### src/rtl/fetch_stage.sv
// Instruction-fetch stage: owns the PC, drives a variable-latency imem read
// port and holds the IF/ID register. Handles stalls (with a one-entry skid
// buffer), taken-branch redirect/flush with in-flight squash, and HLT.
module fetch_stage #(
  parameter logic [15:0] RESET_PC  = 16'h0000,
  parameter logic [15:0] NOP_INSTR = 16'h0000
) (
  input  logic        clk,
  input  logic        rst,
  input  logic        stall_IF,
  input  logic        branch_taken,
  input  logic [15:0] branch_target,
  output logic        imem_rd_en,
  output logic [15:0] imem_addr,
  input  logic [15:0] imem_data,
  input  logic        imem_valid,
  output logic [15:0] instr_IFID,
  output logic [15:0] next_i_IFID,
  output logic [15:0] pc_IFID,
  output logic        valid_IFID,
  output logic        halted
);

  localparam int unsigned PC_W    = 16;
  localparam int unsigned OP_W    = 4;
  localparam logic [PC_W-1:0] PC_STEP = PC_W'(2);
  localparam logic [OP_W-1:0] OP_HLT  = 4'b1111;

  typedef enum logic [2:0] {
    S_FETCH = 3'd0,
    S_WAIT  = 3'd1,
    S_HOLD  = 3'd2,
    S_DRAIN = 3'd3,
    S_HALT  = 3'd4
  } state_e;

  state_e          state_q, state_d, rst_state;
  logic [PC_W-1:0] pc_q, pc_d;
  logic [PC_W-1:0] instr_q, instr_d;
  logic [PC_W-1:0] next_i_q, next_i_d;
  logic [PC_W-1:0] pc_ifid_q, pc_ifid_d;
  logic            valid_q, valid_d;
  logic            halted_q, halted_d;
  logic            skid_vld_q, skid_vld_d;
  logic [PC_W-1:0] skid_instr_q, skid_instr_d;
  logic [PC_W-1:0] skid_pc_q, skid_pc_d;

  logic            accept;
  logic            acc_is_hlt;
  logic            skid_is_hlt;
  logic [PC_W-1:0] pc_inc;
  logic [PC_W-1:0] skid_pc_inc;

  // Request is issued in WAIT, and in FETCH unless decode is stalled
  assign imem_rd_en  = (state_q == S_WAIT) || ((state_q == S_FETCH) && !stall_IF);
  assign imem_addr   = pc_q;
  assign accept      = imem_rd_en && imem_valid;
  assign acc_is_hlt  = (imem_data[PC_W-1 -: OP_W] == OP_HLT);
  assign skid_is_hlt = (skid_instr_q[PC_W-1 -: OP_W] == OP_HLT);
  assign pc_inc      = pc_q + PC_STEP;
  assign skid_pc_inc = skid_pc_q + PC_STEP;

  assign instr_IFID  = instr_q;
  assign next_i_IFID = next_i_q;
  assign pc_IFID     = pc_ifid_q;
  assign valid_IFID  = valid_q;
  assign halted      = halted_q;

  // State after reset: drain a request that is still in flight so its late word is dropped
  always_comb begin
    rst_state = S_FETCH;
    if ((imem_rd_en || (state_q == S_DRAIN)) && !imem_valid) begin
      rst_state = S_DRAIN;
    end
  end

  // Next-state and IF/ID update; branch outranks stall and memory response
  always_comb begin
    state_d      = state_q;
    pc_d         = pc_q;
    instr_d      = instr_q;
    next_i_d     = next_i_q;
    pc_ifid_d    = pc_ifid_q;
    valid_d      = valid_q;
    halted_d     = halted_q;
    skid_vld_d   = skid_vld_q;
    skid_instr_d = skid_instr_q;
    skid_pc_d    = skid_pc_q;

    if (branch_taken) begin
      pc_d       = branch_target;
      valid_d    = 1'b0;
      instr_d    = NOP_INSTR;
      skid_vld_d = 1'b0;
      halted_d   = 1'b0;
      if (state_q == S_DRAIN) begin
        state_d = imem_valid ? S_FETCH : S_DRAIN;
      end else if (imem_rd_en && !imem_valid) begin
        state_d = S_DRAIN;
      end else begin
        state_d = S_FETCH;
      end
    end else begin
      unique case (state_q)
        S_FETCH, S_WAIT: begin
          if (accept && stall_IF) begin
            skid_vld_d   = 1'b1;
            skid_instr_d = imem_data;
            skid_pc_d    = pc_q;
            state_d      = S_HOLD;
          end else if (accept) begin
            instr_d   = imem_data;
            next_i_d  = pc_inc;
            pc_ifid_d = pc_q;
            valid_d   = 1'b1;
            if (acc_is_hlt) begin
              halted_d = 1'b1;
              state_d  = S_HALT;
            end else begin
              pc_d    = pc_inc;
              state_d = S_FETCH;
            end
          end else begin
            state_d = imem_rd_en ? S_WAIT : S_FETCH;
            if (!stall_IF) begin
              valid_d = 1'b0;
              instr_d = NOP_INSTR;
            end
          end
        end
        S_HOLD: begin
          if (!stall_IF) begin
            instr_d    = skid_instr_q;
            next_i_d   = skid_pc_inc;
            pc_ifid_d  = skid_pc_q;
            valid_d    = skid_vld_q;
            skid_vld_d = 1'b0;
            if (skid_is_hlt) begin
              halted_d = 1'b1;
              state_d  = S_HALT;
            end else begin
              pc_d    = pc_inc;
              state_d = S_FETCH;
            end
          end
        end
        S_DRAIN: begin
          if (imem_valid) begin
            state_d = S_FETCH;
          end
          if (!stall_IF) begin
            valid_d = 1'b0;
            instr_d = NOP_INSTR;
          end
        end
        S_HALT: begin
          state_d = S_HALT;
        end
        default: begin
          state_d = S_FETCH;
        end
      endcase
    end
  end

  // State and pipeline registers with synchronous reset
  always_ff @(posedge clk) begin
    if (rst) begin
      state_q      <= rst_state;
      pc_q         <= RESET_PC;
      instr_q      <= NOP_INSTR;
      next_i_q     <= '0;
      pc_ifid_q    <= '0;
      valid_q      <= 1'b0;
      halted_q     <= 1'b0;
      skid_vld_q   <= 1'b0;
      skid_instr_q <= '0;
      skid_pc_q    <= '0;
    end else begin
      state_q      <= state_d;
      pc_q         <= pc_d;
      instr_q      <= instr_d;
      next_i_q     <= next_i_d;
      pc_ifid_q    <= pc_ifid_d;
      valid_q      <= valid_d;
      halted_q     <= halted_d;
      skid_vld_q   <= skid_vld_d;
      skid_instr_q <= skid_instr_d;
      skid_pc_q    <= skid_pc_d;
    end
  end

endmodule

### config.mk
export PLATFORM = sky130hd
export DESIGN_NAME = fetch_stage
export DESIGN_NICKNAME = d
export VERILOG_FILES = /design/src/rtl/fetch_stage.sv
export SDC_FILE = /design/constraint.sdc
export NUM_CORES = 1
export LEC_CHECK = 0
export CAP_MARGIN = 20
export CORE_ASPECT_RATIO = 1.2
export CORE_UTILIZATION = 51
export CTS_CLUSTER_SIZE = 8
export DETAILED_ROUTE_END_ITERATION = 16
export GPL_TIMING_DRIVEN = 0
export PLACE_DENSITY = 0.8
export SKIP_LAST_GASP = 1
export SYNTH_ARGS = -nofsm -noshare
export SYNTH_HDL_FRONTEND = slang
export SYNTH_SLANG_ARGS = --single-unit
### constraint.sdc
create_clock -name clk -period 2.7 [get_ports clk]
set_input_delay 0.54 -clock clk [delete_from_list [all_inputs] [get_ports clk]]
set_output_delay 0.54 -clock clk [all_outputs]
set_load 0.05 [all_outputs]
==> impl_metrics.prom, run 1 <==
# TYPE chip_impl_metric gauge
chip_impl_metric{name="syn_area",unit="sq um"} 5010
chip_impl_info{name="crit_type",value="input pin to output port"} 1
chip_impl_metric{name="final.setup_skew",unit="ns"} 0.00829
chip_impl_metric{name="mappedNetlistNets",unit=""} 641
chip_impl_metric{name="crit_required",unit="ns"} 2.16
chip_impl_info{name="outcome",value="finished, final reports clean"} 1
chip_impl_metric{name="area_delta_synth_final",unit="%"} 29.5
chip_impl_metric{name="drt_pass1_iterations",unit=""} 5
chip_impl_metric{name="actual_transition_at_the_worst_max_transition_pin",unit="ns"} 0.705
chip_impl_metric{name="syn-mean-instance-area",unit="sq um"} 8.32
chip_impl_metric{name="grt_first_pass_wirelength",unit="um"} 23600
chip_impl_metric{name="fp-row-count",unit=""} 39
chip_impl_metric{name="timing.final.max_slew_violations",unit=""} 0
chip_impl_metric{name="setup_violations",unit=""} 0
chip_impl_metric{name="vdd.ir_drop.worst",unit="mV"} 0.359
chip_impl_metric{name="grt_usage",unit="%"} 29.4
chip_impl_metric{name="crit_path_max_fanout",unit=""} 11
chip_impl_metric{name="final_nets",unit=""} 752
chip_impl_metric{name="route.detailed.wl_per_inst",unit="um"} 17.4
chip_impl_metric{name="sequential_to_total_area_share_from_yosys_stat",unit="%"} 41.0
chip_impl_metric{name="antenna_found_initial",unit=""} 0
chip_impl_metric{name="io-pin-count",unit=""} 104
chip_impl_metric{name="stdcell_count",unit=""} 841
chip_impl_info{name="grt_most_used_layer",value="met2"} 1
chip_impl_metric{name="power_density",unit="nW/um^2"} 597
chip_impl_metric{name="hold_slack",unit="ns"} 0.455
chip_impl_metric{name="drc_errors",unit=""} 0
chip_impl_metric{name="hpwl_after_dpl",unit="um"} 10600
chip_impl_metric{name="via_count",unit=""} 4868
chip_impl_metric{name="fin_util",unit="%"} 68.2
chip_impl_info{name="ys.flop_type",value="dfxtp_1"} 1
chip_impl_metric{name="ant_nets",unit=""} 0
chip_impl_info{name="synth.largest_area_cell",value="dfxtp_1"} 1
chip_impl_metric{name="insertion_delay",unit="ns"} 0.35
chip_impl_metric{name="initialDrtViolationCount",unit=""} 386
chip_impl_metric{name="synthesis.yosys.warnings",unit=""} 0
chip_impl_metric{name="placed_instance_count",unit=""} 826
chip_impl_metric{name="grt_overflow",unit=""} 0
chip_impl_metric{name="hold_buffers",unit=""} 0
chip_impl_metric{name="critPathArrivalTime",unit="ns"} 2.04
chip_impl_metric{name="htree_num_levels",unit=""} 3
chip_impl_metric{name="grt_start_max_net_pins",unit=""} 17
chip_impl_metric{name="cap_violations",unit=""} 0
chip_impl_metric{name="number_of_enable_type_register_cells_in_the_synthesized_netlist",unit=""} 3
chip_impl_info{name="worstReg2RegStart",value="state_q[0]"} 1
chip_impl_metric{name="die-width",unit="um"} 92.4
chip_impl_metric{name="die_y",unit="um"} 111
chip_impl_metric{name="clkTransAtPathRegs",unit="ns"} 0.06
chip_impl_info{name="min-delay-path-class",value="flop to flop"} 1
chip_impl_metric{name="synth_largest_type_area_fraction",unit="%"} 39.2
chip_impl_metric{name="first_global_vias",unit=""} 4819
chip_impl_metric{name="core_area",unit="sq um"} 9520
chip_impl_metric{name="cts_made_buffers",unit=""} 9
chip_impl_metric{name="final_critical_path_setup_slack",unit="ns"} 0.119
chip_impl_metric{name="finalWeightedCongestion",unit=""} 0.916
chip_impl_metric{name="max_slew_headroom",unit="%"} 53.0
chip_impl_metric{name="start_util",unit="%"} 52.6
chip_impl_info{name="synth.most_common_cell",value="nand2_1"} 1
chip_impl_info{name="category_of_the_worst_setup_path_capture_point",value="output port"} 1
chip_impl_info{name="cts_root_cell",value="clkbuf_16"} 1
chip_impl_metric{name="maxClockFrequency",unit="GHz"} 0.387
chip_impl_info{name="yosys-top-cells-area",value="dfxtp_1 39%, nand2_1 8.9%, xnor2_1 5.4%, nor2_1 5.0%, a21oi_1 4.4%"} 1
chip_impl_info{name="tritoncts",value="built"} 1
chip_impl_metric{name="final_period_minus_worst_setup_slack",unit="ns"} 2.58
chip_impl_metric{name="grtUsageMet1",unit="%"} 35.9
chip_impl_metric{name="grt_util_met3",unit="%"} 7.16
chip_impl_metric{name="dp_worst_setup_slack",unit="ns"} -0.197
chip_impl_metric{name="post_cts_buffers",unit=""} 0
chip_impl_metric{name="ys_seq_elements",unit=""} 101
chip_impl_info{name="unrepaired_setup_endpoints_after_global_routing",value="no"} 1
chip_impl_metric{name="grt.met2_usage",unit="%"} 47.2
chip_impl_metric{name="lkg_pwr",unit="nW"} 2.16
chip_impl_metric{name="dieArea",unit="sq um"} 10200
chip_impl_info{name="hold_path_startpoint",value="next_i_IFID[4]"} 1
chip_impl_metric{name="routed_wl",unit="um"} 14600
chip_impl_info{name="timing.critical_path.from_type",value="input pin"} 1
chip_impl_info{name="crit_path_start",value="stall_IF"} 1
chip_impl_metric{name="buffer_ports.inserted",unit=""} 101
chip_impl_metric{name="cts.sink_count",unit=""} 101
chip_impl_metric{name="vias_per_cell",unit=""} 5.79
chip_impl_metric{name="cts-root-to-sink-buffers",unit=""} 2
chip_impl_metric{name="timing.final.crit_share",unit="%"} 95.6
chip_impl_metric{name="final_layout_size_suffix_gt1_share",unit="%"} 8.22
chip_impl_metric{name="async_flop_share",unit="%"} 0
chip_impl_metric{name="hold_viol_final",unit=""} 0
chip_impl_metric{name="antenna-diode-count",unit=""} 0
chip_impl_metric{name="synth_cell_type_count",unit=""} 59
chip_impl_metric{name="syn_inst",unit=""} 602
chip_impl_info{name="synth_common_cells",value="119 x nand2_1, 98 x dfxtp_1, 67 x nor2_1, 44 x a21oi_1, 31 x xnor2_1"} 1
[stage by stage]
step	TNS [ns]	area, sq um	total power, mW
2_1_floorplan	0	5010	2.21
3_3_place_gp	-0.196	6170	2.49
3_5_place_dp	-0.206	6170	2.51
4_1_cts	0	6490	3.87
5_1_grt	0	6480	4.01
6_report	0	6480	3.87
[metal layers]
metal / vias to the layer above / share of wire, % / routed length [um]
met4: 0 / 3.7 / 535
met2: 233 / 48 / 7010
met1: 2252 / 40 / 5780
met3: 44 / 8.7 / 1270
met5: - / 0 / 0
li1: 2339 / - / -
[where the power goes]
group / internal (mW) / switching, mW / total (mW)
Clock: 0.837 / 0.549 / 1.39
Sequential: 1.56 / 0.0512 / 1.61
Combinational: 0.297 / 0.571 / 0.869
[layout by cell type (no fill, tap or decap), types with 3 or more instances in the layout]
cell	n
a211oi_1	13
a21oi_1	44
a22o_1	17
a22oi_1	20
a311oi_1	18
and3_1	5
and4_1	3
buf_2	17
buf_4	4
clkbuf_1	30
clkbuf_16	9
clkdlybuf4s50_1	100
dfxtp_1	98
edfxtp_1	3
inv_1	3
mux2i_1	3
nand2_1	119
nand2b_1	5
nand3_1	10
nand3b_1	3
nand4_1	14
nor2_1	67
nor3_1	4
nor3_4	5
nor4_2	4
o211ai_1	3
o21ai_0	11
xnor2_1	31
xor2_1	9
[kinds of logic (layout without fill, tap and decap cells)]
logic type | after synthesis | in the layout | synth area share, %
and+or+nand+nor | 257 | 257 | 25.1
AOI/OAI and AO/OA | 139 | 139 | 19.7
DFF | 101 | 101 | 41.0
buffers and inverters | 60 | 176 | 6.10
xor gates and xnor gates | 40 | 40 | 7.00
muxes | 3 | 3 | 0.600
adders and majority gates | 2 | 2 | 0.500
[critical path, stage by stage]
cell	delay (ns)
clkdlybuf4s50_1	0.60
nand2b_1	0.24
and2_1	0.14
dlygate4sd2_1	0.52
[sequential cells by signal, indices dropped and copies added (netlist names)]
name and cells:
imem_addr 16, next_i_IFID 16, skid_vld_q 1, instr_IFID 16
skid_pc_q 16, valid_IFID 1, state_q 3, pc_IFID 15
halted 1, skid_instr_q 16
[area by class of cell]
cell class / instances / area, sq um
clock inverters: 4 / 72.6
flip-flops and latches: 101 / 2050
multi-input cells: 441 / 2650
fillers: 801 / 3030
inverters: 4 / 15.0
repair buffers: 101 / 1010
well taps: 123 / 154
clock buffers: 12 / 246
plain buffers: 55 / 287
[worst paths after layout]
check	slack [ns]	to	cells past startpoint
worst max-delay path	0.12	imem_rd_en	4
worst min-delay path	0.46	next_i_IFID[4]	2
worst max register to register	0.32	pc_IFID[1]	5
worst min register to register	0.46	next_i_IFID[4]	2
[what timing repair did]
item / in CTS / in global routing
gates resized for setup: 1 / 0
setup endpoints to repair: 1 / 1
gates cloned: 0 / 0
No activity file was read; power rests on OpenSTA's default activity.
==> run 2: changes to the inputs <==
Settings changed: CAP_MARGIN 20 to 0, SETUP_SLACK_MARGIN set to 0.05.
==> impl_metrics.prom, run 2 (synthesis results as in run 1) <==
# TYPE chip_impl_metric gauge
chip_impl_info{name="outcome",value="finished, final reports clean"} 1
chip_impl_metric{name="die-width",unit="um"} 92.4
chip_impl_metric{name="routed_wl",unit="um"} 14600
chip_impl_info{name="layout_commonest_cell",value="nand2_1"} 1
chip_impl_metric{name="first_global_vias",unit=""} 4824
chip_impl_info{name="critical_path.top_delay_family",value="buffers and inverters"} 1
chip_impl_info{name="hold_path_startpoint",value="next_i_IFID[4]"} 1
chip_impl_metric{name="crit_required",unit="ns"} 2.16
chip_impl_metric{name="stdcell_count",unit=""} 842
chip_impl_metric{name="cts-root-to-sink-buffers",unit=""} 2
chip_impl_metric{name="cpPeakStageDelay",unit="ns"} 0.52
chip_impl_metric{name="worst-r2r-setup-slack",unit="ns"} 0.33
chip_impl_metric{name="filler_cell_count",unit=""} 800
chip_impl_metric{name="area_delta_synth_final",unit="%"} 29.6
chip_impl_metric{name="dieArea",unit="sq um"} 10200
chip_impl_metric{name="via_count",unit=""} 4907
chip_impl_metric{name="drc_errors",unit=""} 0
chip_impl_metric{name="core_area",unit="sq um"} 9520
chip_impl_metric{name="max_slew_headroom",unit="%"} 53.2
chip_impl_metric{name="initialDrtViolationCount",unit=""} 458
chip_impl_metric{name="drt_pass1_iterations",unit=""} 7
chip_impl_info{name="min-delay-path-class",value="flop to flop"} 1
chip_impl_metric{name="ant_nets",unit=""} 0
chip_impl_metric{name="cell_internal_pwr",unit="mW"} 2.70
chip_impl_metric{name="grt_start_max_net_pins",unit=""} 17
chip_impl_metric{name="critPathArrivalTime",unit="ns"} 2.00
chip_impl_metric{name="seq_power_share",unit="%"} 41.7
chip_impl_metric{name="final_period_minus_worst_setup_slack",unit="ns"} 2.54
chip_impl_metric{name="finalWeightedCongestion",unit=""} 0.916
chip_impl_metric{name="cts_made_buffers",unit=""} 9
chip_impl_metric{name="final_layout_size_suffix_gt1_share",unit="%"} 8.34
chip_impl_metric{name="lkg_pwr",unit="nW"} 2.16
chip_impl_metric{name="grt_usage",unit="%"} 29.4
chip_impl_metric{name="r2r.worst_path.cells",unit=""} 5
chip_impl_metric{name="vdd.ir_drop.worst",unit="mV"} 0.359
chip_impl_metric{name="start_util",unit="%"} 52.6
chip_impl_info{name="cts_root_cell",value="clkbuf_16"} 1
chip_impl_info{name="unrepaired_setup_endpoints_after_global_routing",value="no"} 1
chip_impl_metric{name="total_switching_power",unit="mW"} 1.17
chip_impl_metric{name="clockPowerShare",unit="%"} 35.8
chip_impl_metric{name="hpwl_after_dpl",unit="um"} 10600
chip_impl_metric{name="seqCellArea",unit="sq um"} 2050
chip_impl_metric{name="grt_overflow",unit=""} 0
chip_impl_info{name="r2r-end",value="pc_IFID[1]"} 1
chip_impl_metric{name="clkTransAtPathRegs",unit="ns"} 0.06
chip_impl_metric{name="route.detailed.wl_per_inst",unit="um"} 17.4
chip_impl_metric{name="antenna_found_initial",unit=""} 0
chip_impl_metric{name="die_y",unit="um"} 111
chip_impl_metric{name="actual_transition_at_the_worst_max_transition_pin",unit="ns"} 0.701
chip_impl_metric{name="buffer_ports.inserted",unit=""} 101
chip_impl_metric{name="power_density",unit="nW/um^2"} 597
chip_impl_info{name="layout_common_cells",value="119 x nand2_1, 100 x clkdlybuf4s50_1, 98 x dfxtp_1"} 1
chip_impl_metric{name="grt_first_pass_wirelength",unit="um"} 23600
chip_impl_metric{name="final.setup_skew",unit="ns"} 0.00736
chip_impl_metric{name="finalSetupTns",unit="ns"} 0
chip_impl_metric{name="antenna-diode-count",unit=""} 0
chip_impl_info{name="tritoncts",value="built"} 1
chip_impl_metric{name="area_used_by_multi_input_combinational_logic",unit="sq um"} 2650
chip_impl_metric{name="insertion_delay",unit="ns"} 0.35
chip_impl_metric{name="critPathBufInv",unit=""} 3
chip_impl_metric{name="vias_per_cell",unit=""} 5.83
chip_impl_metric{name="power.switching_fraction",unit="%"} 30.3
chip_impl_metric{name="htree_num_levels",unit=""} 3
chip_impl_metric{name="hold_slack",unit="ns"} 0.455
chip_impl_metric{name="cts.sink_count",unit=""} 101
chip_impl_info{name="path_cells",value="clkdlybuf4s50_1 > clkbuf_2 > nand2b_1 > and2_1 > dlygate4sd2_1"} 1
chip_impl_info{name="category_of_the_worst_setup_path_capture_point",value="output port"} 1
chip_impl_metric{name="final_nets",unit=""} 753
chip_impl_metric{name="p_comb_share",unit="%"} 22.5
chip_impl_metric{name="hold_buffers",unit=""} 0
chip_impl_metric{name="maxClockFrequency",unit="GHz"} 0.394
chip_impl_metric{name="timing.final.max_slew_violations",unit=""} 0
chip_impl_metric{name="crit_path_max_fanout",unit=""} 10
chip_impl_info{name="crit_type",value="input pin to output port"} 1
chip_impl_metric{name="io-pin-count",unit=""} 104
chip_impl_info{name="worstReg2RegStart",value="state_q[0]"} 1
chip_impl_info{name="timing.critical_path.from_type",value="input pin"} 1
chip_impl_metric{name="hold_viol_final",unit=""} 0
chip_impl_metric{name="cap_violations",unit=""} 0
chip_impl_metric{name="placed_instance_count",unit=""} 826
chip_impl_info{name="slowest_stage",value="dlygate4sd2_1"} 1
chip_impl_metric{name="setup_violations",unit=""} 0
chip_impl_metric{name="holdPathStages",unit=""} 2
chip_impl_info{name="worst_hold_end",value="next_i_IFID[4]"} 1
chip_impl_metric{name="fp-row-count",unit=""} 39
chip_impl_metric{name="timing.final.crit_share",unit="%"} 93.9
[run 2: power by group through the flow]
stage	logic (mW)	registers, mW	clock network, mW
after floorplan	0.384	1.82	0
after global placement	0.849	1.64	0
after detailed placement	0.859	1.65	0
after CTS	0.865	1.61	1.39
after global routing	0.921	1.62	1.47
final	0.870	1.61	1.39
[run 2: layout make-up]
class                   instances  area share (%)
multi-input cells             441            40.8
flip-flops and latches        101            31.6
repair buffers                101            15.6
plain buffers                  56            4.49
clock buffers                  12            3.80
well taps                     123            2.37
clock inverters                 4            1.12
inverters                       4           0.231
[run 2: repair_timing]
item | CTS | global route
endpoints found under the setup margin | 1 | 0
endpoints found under the hold margin | 0 | 0
gates resized for setup | 2 | 0
setup buffers | 0 | 0
[run 2: worst max path at each step]
stage,end,cells past startpoint,startpoint
2_1_floorplan,imem_addr[10],7,imem_addr[3]
3_3_place_gp,imem_rd_en,5,stall_IF
3_5_place_dp,imem_rd_en,5,stall_IF
4_1_cts,imem_rd_en,5,stall_IF
5_1_grt,imem_rd_en,5,stall_IF
6_report,imem_rd_en,5,stall_IF
[run 2: through the flow]
step                      total power [mW]  instance area, sq um  util [%]  setup slack [ns]
after floorplan                       2.21                  5010         -             0.590
after global placement                2.49                  6170      64.9            -0.196
final                                 3.87                  6490      68.2             0.164
after global routing                  4.01                  6490      68.2            0.0903
after detailed placement              2.51                  6170      64.9            -0.197
after CTS                             3.87                  6490      68.2             0.157
[run 2: metal layers]
| layer | share of wire, % | global-route usage (%) | routed length, um | vias to the layer above |
|---|---|---|---|---|
| met5 | 0 | 0 | 0 | - |
| met4 | 3.8 | 16.1 | 559 | 0 |
| met3 | 8.0 | 7.16 | 1170 | 49 |
| met2 | 48 | 47.0 | 7040 | 235 |
| met1 | 40 | 36.0 | 5870 | 2286 |
| li1 | - | - | - | 2337 |
[run 2: tightest hold or removal path, stage by stage (launching register included)]
cell,delay (ns)
dfxtp_1,0.31
nand2_1,0.05
a21oi_1,0.05
==> run 3: changes to the inputs <==
Settings changed: CORE_ASPECT_RATIO 1.2 to unset, CTS_CLUSTER_DIAMETER set to 150, MAX_ROUTING_LAYER set to met4.
==> impl_metrics.prom, run 3 (synthesis results as in run 1) <==
# TYPE chip_impl_metric gauge
chip_impl_info{name="slowest_stage",value="dlygate4sd2_1"} 1
chip_impl_metric{name="routed_wl",unit="um"} 15300
chip_impl_metric{name="antenna_found_initial",unit=""} 0
chip_impl_metric{name="timing.final.crit_share",unit="%"} 95.6
chip_impl_metric{name="cap_violations",unit=""} 0
chip_impl_metric{name="grt_start_max_net_pins",unit=""} 18
chip_impl_metric{name="postPlaceCellArea",unit="sq um"} 6180
chip_impl_metric{name="drc_errors",unit=""} 0
chip_impl_metric{name="cts-root-to-sink-buffers",unit=""} 2
chip_impl_metric{name="grt_first_pass_wirelength",unit="um"} 24100
chip_impl_metric{name="power_density",unit="nW/um^2"} 547
chip_impl_metric{name="cts.sink_count",unit=""} 101
chip_impl_metric{name="initialDrtViolationCount",unit=""} 380
chip_impl_metric{name="fin_util",unit="%"} 68.0
chip_impl_metric{name="die-width",unit="um"} 101
chip_impl_metric{name="via_count",unit=""} 4982
chip_impl_metric{name="finalWeightedCongestion",unit=""} 0.937
chip_impl_metric{name="setup_violations",unit=""} 0
chip_impl_metric{name="route.detailed.wl_per_inst",unit="um"} 18.0
chip_impl_info{name="cts_root_cell",value="clkbuf_8"} 1
chip_impl_metric{name="critPathArrivalTime",unit="ns"} 2.04
chip_impl_metric{name="first_global_vias",unit=""} 4688
chip_impl_metric{name="crit_path_max_fanout",unit=""} 10
chip_impl_metric{name="lkg_pwr",unit="nW"} 2.11
chip_impl_metric{name="maxClockFrequency",unit="GHz"} 0.387
chip_impl_metric{name="hold_viol_final",unit=""} 0
chip_impl_metric{name="timing.final.max_slew_violations",unit=""} 0
chip_impl_metric{name="total_power",unit="mW"} 3.49
chip_impl_metric{name="ant_nets",unit=""} 0
chip_impl_metric{name="final_period_minus_worst_setup_slack",unit="ns"} 2.58
chip_impl_metric{name="max_slew_headroom",unit="%"} 50.5
chip_impl_metric{name="crit_required",unit="ns"} 2.16
chip_impl_metric{name="start_util",unit="%"} 53.4
chip_impl_info{name="layout_common_cells",value="119 x nand2_1, 100 x clkdlybuf4s50_1, 98 x dfxtp_1"} 1
chip_impl_metric{name="dp_worst_setup_slack",unit="ns"} -0.250
chip_impl_metric{name="actual_transition_at_the_worst_max_transition_pin",unit="ns"} 0.742
chip_impl_info{name="crit_type",value="input pin to output port"} 1
chip_impl_metric{name="postLayoutCellArea",unit="sq um"} 6370
chip_impl_metric{name="final_layout_size_suffix_gt1_share",unit="%"} 8.48
chip_impl_metric{name="io-pin-count",unit=""} 104
chip_impl_metric{name="grt_overflow",unit=""} 0
chip_impl_info{name="layout_commonest_cell",value="nand2_1"} 1
chip_impl_metric{name="antenna-diode-count",unit=""} 0
chip_impl_metric{name="vdd.ir_drop.worst",unit="mV"} 0.271
chip_impl_metric{name="insertion_delay",unit="ns"} 0.37
chip_impl_metric{name="placed_instance_count",unit=""} 832
chip_impl_metric{name="die_y",unit="um"} 101
chip_impl_info{name="outcome",value="finished, final reports clean"} 1
chip_impl_metric{name="final_critical_path_setup_slack",unit="ns"} 0.119
chip_impl_metric{name="hpwl_after_dpl",unit="um"} 11200
chip_impl_metric{name="vias_per_cell",unit=""} 5.88
chip_impl_info{name="unrepaired_setup_endpoints_after_global_routing",value="no"} 1
chip_impl_info{name="tritoncts",value="built"} 1
chip_impl_metric{name="clkTransAtPathRegs",unit="ns"} 0.10
chip_impl_metric{name="cts_made_buffers",unit=""} 9
chip_impl_metric{name="area_delta_synth_final",unit="%"} 27.3
chip_impl_metric{name="core_area",unit="sq um"} 9370
chip_impl_info{name="timing.critical_path.from_type",value="input pin"} 1
chip_impl_metric{name="post_cts_buffers",unit=""} 0
chip_impl_metric{name="grt_usage",unit="%"} 31.7
chip_impl_info{name="min-delay-path-class",value="flop to flop"} 1
chip_impl_metric{name="final.setup_skew",unit="ns"} 0.00914
chip_impl_metric{name="htree_num_levels",unit=""} 3
chip_impl_info{name="path_cells",value="clkdlybuf4s50_1 > clkbuf_2 > nand2b_1 > and2_1 > dlygate4sd2_1"} 1
chip_impl_info{name="category_of_the_worst_setup_path_capture_point",value="output port"} 1
chip_impl_metric{name="final_nets",unit=""} 753
chip_impl_metric{name="fp-row-count",unit=""} 35
chip_impl_metric{name="cts-resized-gates",unit=""} 2
chip_impl_metric{name="drt_pass1_iterations",unit=""} 5
chip_impl_metric{name="stdcell_count",unit=""} 848
chip_impl_metric{name="hold_buffers",unit=""} 0
chip_impl_metric{name="dieArea",unit="sq um"} 10200
chip_impl_metric{name="buffer_ports.inserted",unit=""} 101
chip_impl_metric{name="cpPeakStageDelay",unit="ns"} 0.52
[run 3: cell count changes in the layout (fill, tap and decap cells not counted), sizes merged]
| cell | before | now |
|---|---|---|
| bufinv | 2 | 1 |
| clkbuf | 42 | 40 |
| inv | 3 | 6 |
[run 3: report_power, final]
| group | internal, mW | switching (mW) | leakage, nW |
|---|---|---|---|
| Combinational | 0.298 | 0.576 | 1.18 |
| Sequential | 1.56 | 0.0530 | 0.832 |
| Clock | 0.438 | 0.559 | 0.0977 |
| Total | 2.30 | 1.19 | 2.11 |
[run 3: worst paths after layout]
| path | cells after the start | slack, ns | start | endpoint |
|---|---|---|---|---|
| hold / removal | 2 | 0.46 | skid_pc_q[0] | skid_pc_q[0] |
| setup reg to reg | 6 | 0.42 | state_q[0] | halted |
| setup / recovery | 5 | 0.12 | stall_IF | imem_rd_en |
| hold reg to reg | 2 | 0.46 | skid_pc_q[0] | skid_pc_q[0] |
[run 3: critical path: cells and delay by family]
family / cells / cell delay (ns)
buffers and inverters: 3 / 1.18
AND/OR/NAND/NOR: 2 / 0.31
[run 3: cell type report]
class	count	area, sq um
plain buffers	56	292
fillers	815	3000
clock inverters	6	68.8
well taps	129	161
multi-input cells	441	2650
repair buffers	101	1010
inverters	4	15.0
clock buffers	10	128
flip-flops and latches	101	2050
[run 3: layer usage]
layer / wire (um) / up-vias / global-route usage, % / share of wire (%)
li1: - / 2326 / - / -
met1: 6800 / 2388 / 42.5 / 45
met2: 7030 / 245 / 49.2 / 46
met3: 1210 / 23 / 4.79 / 8.0
met4: 215 / 0 / 9.48 / 1.4
met5: 0 / - / - / 0
[run 3: per-stage QoR]
step	TNS, ns	hold slack, ns
6_report	0	0.460
5_1_grt	0	0.477
4_1_cts	0	0.461
3_5_place_dp	-1.15	0.448
3_3_place_gp	-0.533	0.442
2_1_floorplan	0	0.437
